[config.mk]
export PLATFORM = sky130hd
export DESIGN_NAME = vga_sync_gen
export DESIGN_NICKNAME = d
export VERILOG_FILES = /design/src/rtl/vga_sync_gen.sv
export SDC_FILE = /design/constraint.sdc
export NUM_CORES = 1
export LEC_CHECK = 0
export ABC_AREA = 1
export BUFFER_PORTS_ARGS = -buffer_cell sky130_fd_sc_hd__buf_2
export CAP_MARGIN = 20
export CORE_MARGIN = 4
export CORE_UTILIZATION = 39
export CTS_BUF_LIST = sky130_fd_sc_hd__clkbuf_4 sky130_fd_sc_hd__clkbuf_8 sky130_fd_sc_hd__clkbuf_16
export DETAILED_ROUTE_END_ITERATION = 12
export HOLD_SLACK_MARGIN = 0.03
export PLACE_DENSITY_LB_ADDON = 0.1
export SLEW_MARGIN = 0
export SYNTH_ARGS = -nofsm -noshare
export SYNTH_HDL_FRONTEND = slang
export SYNTH_SLANG_ARGS = --single-unit
[constraint.sdc]
create_clock -name clk -period 1.6 [get_ports clk]
set_input_delay 0.16 -clock clk [delete_from_list [all_inputs] [get_ports clk]]
set_output_delay 0.16 -clock clk [all_outputs]
set_load 0.01 [all_outputs]
[src/rtl/vga_sync_gen.sv]
// vga_sync_gen: raster timing generator for a VGA output.
//
// A clock divider produces a pixel-rate enable. Horizontal and vertical
// position counters advance on that enable. Every output is decoded from
// the counters and then registered, so all outputs share the same
// one-clock latency and are free of glitches.
//
// Ports:
//   clk         in   system clock
//   reset       in   asynchronous, active-high reset
//   p_tick      out  pixel-clock enable, one clk wide
//   pixel_x     out  current column (10 bits)
//   pixel_y     out  current line (10 bits)
//   video_on    out  high inside the visible region
//   hsync       out  horizontal sync, active level SYNC_POL
//   vsync       out  vertical sync, active level SYNC_POL
//   frame_start out  one-clk pulse when the outputs first show (0,0)
//                    after a frame wrap; not asserted for the first
//                    frame after reset
module vga_sync_gen #(
    parameter int H_DISPLAY = 640,
    parameter int H_FRONT   = 16,
    parameter int H_SYNC    = 96,
    parameter int H_BACK    = 48,
    parameter int V_DISPLAY = 480,
    parameter int V_FRONT   = 10,
    parameter int V_SYNC    = 2,
    parameter int V_BACK    = 33,
    parameter int CLK_DIV   = 2,
    parameter bit SYNC_POL  = 1'b0
) (
    input  logic       clk,
    input  logic       reset,
    output logic       p_tick,
    output logic [9:0] pixel_x,
    output logic [9:0] pixel_y,
    output logic       video_on,
    output logic       hsync,
    output logic       vsync,
    output logic       frame_start
);

    localparam int H_TOTAL = H_DISPLAY + H_FRONT + H_SYNC + H_BACK;
    localparam int V_TOTAL = V_DISPLAY + V_FRONT + V_SYNC + V_BACK;

    // Reject timings that cannot be represented in the 10-bit counters.
    if (H_TOTAL > 1024 || V_TOTAL > 1024) begin : g_bad_total
        $error("vga_sync_gen: H_TOTAL and V_TOTAL must both be <= 1024");
    end
    if (CLK_DIV < 1) begin : g_bad_div
        $error("vga_sync_gen: CLK_DIV must be >= 1");
    end

    localparam int DIV_W = (CLK_DIV > 1) ? $clog2(CLK_DIV) : 1;
    localparam logic [DIV_W-1:0] DIV_LAST = DIV_W'(CLK_DIV - 1);

    localparam logic [9:0] H_LAST = 10'(H_TOTAL - 1);
    localparam logic [9:0] V_LAST = 10'(V_TOTAL - 1);

    // Decode boundaries are 11 bits wide because a sync window may end
    // exactly at 1024.
    localparam logic [10:0] H_VIS       = 11'(H_DISPLAY);
    localparam logic [10:0] H_SYNC_BEG  = 11'(H_DISPLAY + H_FRONT);
    localparam logic [10:0] H_SYNC_END  = 11'(H_DISPLAY + H_FRONT + H_SYNC);
    localparam logic [10:0] V_VIS       = 11'(V_DISPLAY);
    localparam logic [10:0] V_SYNC_BEG  = 11'(V_DISPLAY + V_FRONT);
    localparam logic [10:0] V_SYNC_END  = 11'(V_DISPLAY + V_FRONT + V_SYNC);

    logic [DIV_W-1:0] divider;
    logic [9:0]       h_cnt;
    logic [9:0]       v_cnt;
    logic             advance;
    logic             line_end;
    logic             frame_end;
    logic             wrap_pending;
    logic [10:0]      h_ext;
    logic [10:0]      v_ext;
    logic             h_active;
    logic             v_active;

    assign advance   = (divider == DIV_LAST);
    assign line_end  = (h_cnt == H_LAST);
    assign frame_end = (v_cnt == V_LAST);
    assign h_ext     = {1'b0, h_cnt};
    assign v_ext     = {1'b0, v_cnt};
    assign h_active  = (h_ext >= H_SYNC_BEG) && (h_ext < H_SYNC_END);
    assign v_active  = (v_ext >= V_SYNC_BEG) && (v_ext < V_SYNC_END);

    // Pixel-rate divider; with CLK_DIV=1 it sits at 0 and advance is constant.
    always_ff @(posedge clk or posedge reset) begin
        if (reset) begin
            divider <= '0;
        end else if (advance) begin
            divider <= '0;
        end else begin
            divider <= divider + 1'b1;
        end
    end

    // Position counters. A line wrap on the last line also wraps the frame.
    always_ff @(posedge clk or posedge reset) begin
        if (reset) begin
            h_cnt <= '0;
            v_cnt <= '0;
        end else if (advance) begin
            if (line_end) begin
                h_cnt <= '0;
                v_cnt <= frame_end ? 10'd0 : v_cnt + 10'd1;
            end else begin
                h_cnt <= h_cnt + 10'd1;
            end
        end
    end

    // Registered decode. wrap_pending marks the clk in which the counters
    // have just wrapped to (0,0); the outputs show (0,0) one clk later, which
    // is when frame_start fires. Nothing sets it before the first wrap, so
    // the frame following reset produces no pulse.
    always_ff @(posedge clk or posedge reset) begin
        if (reset) begin
            p_tick       <= 1'b0;
            pixel_x      <= '0;
            pixel_y      <= '0;
            video_on     <= 1'b0;
            hsync        <= ~SYNC_POL;
            vsync        <= ~SYNC_POL;
            wrap_pending <= 1'b0;
            frame_start  <= 1'b0;
        end else begin
            p_tick       <= advance;
            pixel_x      <= h_cnt;
            pixel_y      <= v_cnt;
            video_on     <= (h_ext < H_VIS) && (v_ext < V_VIS);
            hsync        <= h_active ? SYNC_POL : ~SYNC_POL;
            vsync        <= v_active ? SYNC_POL : ~SYNC_POL;
            wrap_pending <= advance && line_end && frame_end;
            frame_start  <= wrap_pending;
        end
    end

endmodule

# Yosys cells after proc, flatten, opt, wreduce, memory -nomap -nowiden
# Index checks and enable logic that the tools add are counted.
[word_totals] ff_bits=47 in_bits=2 out_inout_bits=25 word_cells=33
[classes] add_sub_neg=3 magnitude_cmp=6 eq_ne=2 muxes=5 reduce_logical=6
[op_table] op="10-bit by 1-bit adder with 10-bit output (second input constant)" count=2
[op_table] op="10-bit == test (second input constant)" count=2
[op_table] op="10-bit less-than comparator (second input constant)" count=2
[op_table] op="10-bit by 9-bit less-than comparator with 1-bit output (second input constant)" count=2
[op_table] op="10-bit 2-to-1 mux" count=2
[op_table] op="10-bit >= comparator (second input constant)" count=1
[op_table] op="10-bit by 9-bit >= comparator with 1-bit output (second input constant)" count=1
[op_table] op="1-bit logical AND" count=5
[op_table] op="1-bit 2-to-1 mux" count=3
[op_table] op="2-bit AND reduction" count=1
[op_table] op="1-bit adder (second input constant)" count=1

# Longest topological paths before layout
[depth] ltp_word=3 ltp_mapped=7 depth_no_buf=7

# Least setup slack after synthesis
# Ideal clock, no wire load.
[synth_timing] kind="reg2reg" startpoint="reg h_cnt[0]" endpoint="reg v_cnt[2]" setup_time_ps=118 t_arrival_ps=1148 required_ps=1482 slack_ps=334 path_stages_with_launch=8 path_buffers=1 synth_period_minus_slack_ps=1266 path_cell_list="dfrtp_1 > ha_1 > nand2_2 > nor2_4 > nand4_4 > buf_6 > nand2_1 > o21ai_2"
[synth_via] elab_chain_cells=2
[synth_rtl] element="start, declared" line_no="70" rtl="logic [9:0] h_cnt;"
[synth_rtl] element="start signal, assigned" line_no="110" rtl="h_cnt <= h_cnt + 10'd1;"
[synth_rtl] element="10-bit == test" line_no="82" rtl="assign line_end = (h_cnt == H_LAST);"
[synth_rtl] element="2-bit AND reduction (no line)"
[synth_rtl] element="end signal, assigned" line_no="108" rtl="v_cnt <= frame_end ? 10'd0 : v_cnt + 10'd1;"
[synth_rtl] element="end, declared" line_no="71" rtl="logic [9:0] v_cnt;"
# Every way passes these cells.
# A chain may end at the register's enable or synchronous reset.

# Worst setup path in the final report
[layout_timing] startpoint="reg h_cnt[0]" endpoint="reg h_cnt[8]"
[layout_via] elab_chain_cells=2 word_cells_on_any_way=3 cone_classes="add/sub: 1; eq/ne: 1; mux: 1"
[layout_rtl] element="10-bit by 1-bit adder with 10-bit output / 10-bit == test (equally long branches)" line_no="110, 82"
[layout_rtl] element="10-bit 2-to-1 mux *" line_no="106" rtl="if (line_end) begin"
# Every way passes the cells marked *; elsewhere a longest branch is shown, timed or not.

==> run metrics <==
H-tree Lvls 2; status completed; worst hold path class flop to flop; Starting DRT DRC Count 76; worst vdd ir 409 µV; fin nets 239; # IOs 27; Post-synth ARST share 100%; Avg Vias per Cell 4.60; initial antenna violation count 0; Core Util, Final 48.6%; CP top delay family simple AND/OR/NAND/NOR gates; Worst path depth 7; Hold Path Stages 0; register area share after synthesis 59.6%; Lkg Pwr 1.18 nW; first-pass GRT wire length 6820 µm; Clock Tree Buf Depth 2; Layout area overhead 18.5%; Initial Util 41.0%; Netlist cell types 30; Post-synth EDFFs 0; total clock buffers created by CTS 5; top cell type's share of synthesized area 57.0%; Total Wirelength 3870 µm; drt pass-1 iters 4; Routed Antenna Nets 0; critical path capture point type flop; via count 1380; R2R cell count 7; Ant. Diodes 0; CP max stage cell dfrtp_1; setup ws final 0.137 ns; layout cell share with drive strength beyond 1 24.5%; Final HPWL DP 2660 µm; clock skew after layout 0.00877 ns; FF+latch count, synth 47; slowest cell delay on critical path 0.40 ns; Mapped Area 0.00198 mm²; Req. time, crit path 1.78 ns; Synth area leader dfrtp_1; setup TNS 0 ns; Sink Count 47; Top FF cell, synth dfrtp_1; net count after synthesis 201; RSZ-0062 raised after global routing no; GRT Total Usage 13.9%; FMAX 684 MHz; syn_area_per_cell 10.2 µm²; GRT overflow 0; Chip Height 79.2 µm; max-slew violations 0; CTS root buffer clkbuf_8; CP cell instances ha_1 -> nand2_2 -> nor2_4 -> nand4_4 -> buf_4 -> nand2_1 -> nor2_1; fin crit share 91.4%; Final min period 1.46 ns; Critical Path AT 1.64 ns; Slew @ Worst Pin 0.513 ns; core area 0.00482 mm²; port bufs 26; synthesis warning total 0; pin count of the biggest net entering global routing 26; Slew headroom 65.7%; Cells after Synth 194; Max-cap violations 0; Crit Path Category flop to flop; die footprint 0.00627 mm²; row cnt 25; Reg clk slew, reported paths 0.08 ns; largest cells by area after synthesis dfrtp_1 57%, nand2_1 7.4%, inv_1 4.7%; CTS tree yes; Hold Violations, Final 0; pre-CTS setup slack 0.0976 ns; pwr/cell area 853 mW/mm²; CP max FO 12; GP Congestion 0.875; per-cell routed wire length 12.9 µm; vias in the first global route 1396; WP buf/inv 1; number of remaining DRC errors 0; nature of the critical path startpoint flop; Final setup viols 0; DP Area 0.00220 mm²; worst-skew pair later-pin latency 0.29 ns; cell area after layout 0.00234 mm²; Die X 79.2 µm; post-CTS sizing 0
==> repair_timing <==
item,in CTS,in global routing
buffers inserted,0,4
endpoints found under the hold margin,21,0
hold buffers,1,0
endpoints found under the setup margin,0,1
==> stage by stage <==
step,hold WS (ns),std cells,total power [mW]
6_report,0.356,300,2.00
5_1_grt,0.376,300,2.09
4_1_cts,0.357,296,2.03
3_5_place_dp,0.225,287,1.24
3_3_place_gp,0.199,287,1.24
2_1_floorplan,0.331,194,1.23
==> kinds of logic (layout without fill, tap and decap cells) <==
group	after synthesis	in the layout	synth area share [%]
adder cells (fa/ha/maj)	5	5	3.16
AO/OA/AOI/OAI	14	14	3.99
AND/OR/NAND/NOR	92	92	24.1
XOR/XNOR	7	7	3.10
buffers and inverters	29	68	6.08
flip-flops	47	47	59.6
==> state kept, by name (all words and copies together), names as in the netlist <==
register and count:
pixel_x 10, advance 1, vsync 1, wrap_pending 1, v_cnt 10, p_tick 1
hsync 1, video_on 1, h_cnt 10, pixel_y 10, frame_start 1
==> Yosys cell counts (all sizes together), types with 2 or more instances <==
master and count:
buf 2, dfrtp 45, dfstp 2, ha 5
inv 27, nand2 41, nand3 12, nand4 7
nor2 24, nor3 6, o21ai 11, xnor2 2
xor2 5
==> per-layer routing <==
metal	wire length, µm	track usage, %
met5	0	0
met1	1860	19.1
met2	1780	21.3
met4	43	4.12
met3	189	4.08
==> cells in the final DEF (no fill, tap or decap), types with 2 or more instances in the layout <==
cell       n
dfrtp_1   45
nand2_1   39
buf_2     26
inv_1     24
nor2_1    19
nand3_1   10
o21ai_1    7
clkbuf_8   7
nand4_1    6
nor3_1     5
xor2_1     5
ha_1       5
buf_4      5
inv_2      3
nor2_4     3
o21ai_0    3
nand2_2    2
xnor2_1    2
dfstp_2    2
==> path summary, 6_finish.rpt <==
kind | start | endpoint | slack (ns)
worst max-delay path | h_cnt[0] | h_cnt[8] | 0.14
worst min-delay path | wrap_pending | frame_start | 0.36
worst max register to register | h_cnt[0] | h_cnt[8] | 0.14
worst min register to register | wrap_pending | frame_start | 0.36
max in group asynchronous | reset | vsync | 0.57
min in group asynchronous | reset | h_cnt[8] | 0.45
==> worst register-to-register path, stage by stage, from the launching register on <==
cell and delay, ns:
dfrtp_1 0.40, ha_1 0.22, nand2_2 0.08, nor2_4 0.15, nand4_4 0.20, buf_4 0.21, nand2_1 0.06, nor2_1 0.04
==> final cells by class <==
type                    count  area (µm²)
flip-flops and latches     47        1180
multi-input cells         118         678
clock buffers               8         104
repair buffers             33         198
inverters                  27         101
well taps                  67        83.8
fillers                   467        2470
==> report_power, final <==
group | internal [mW] | total, mW | switching (mW)
Clock | 0.411 | 0.781 | 0.370
Combinational | 0.00757 | 0.0318 | 0.0242
Sequential | 1.19 | 1.19 | 0
No activity file was read; power rests on OpenSTA's default activity.
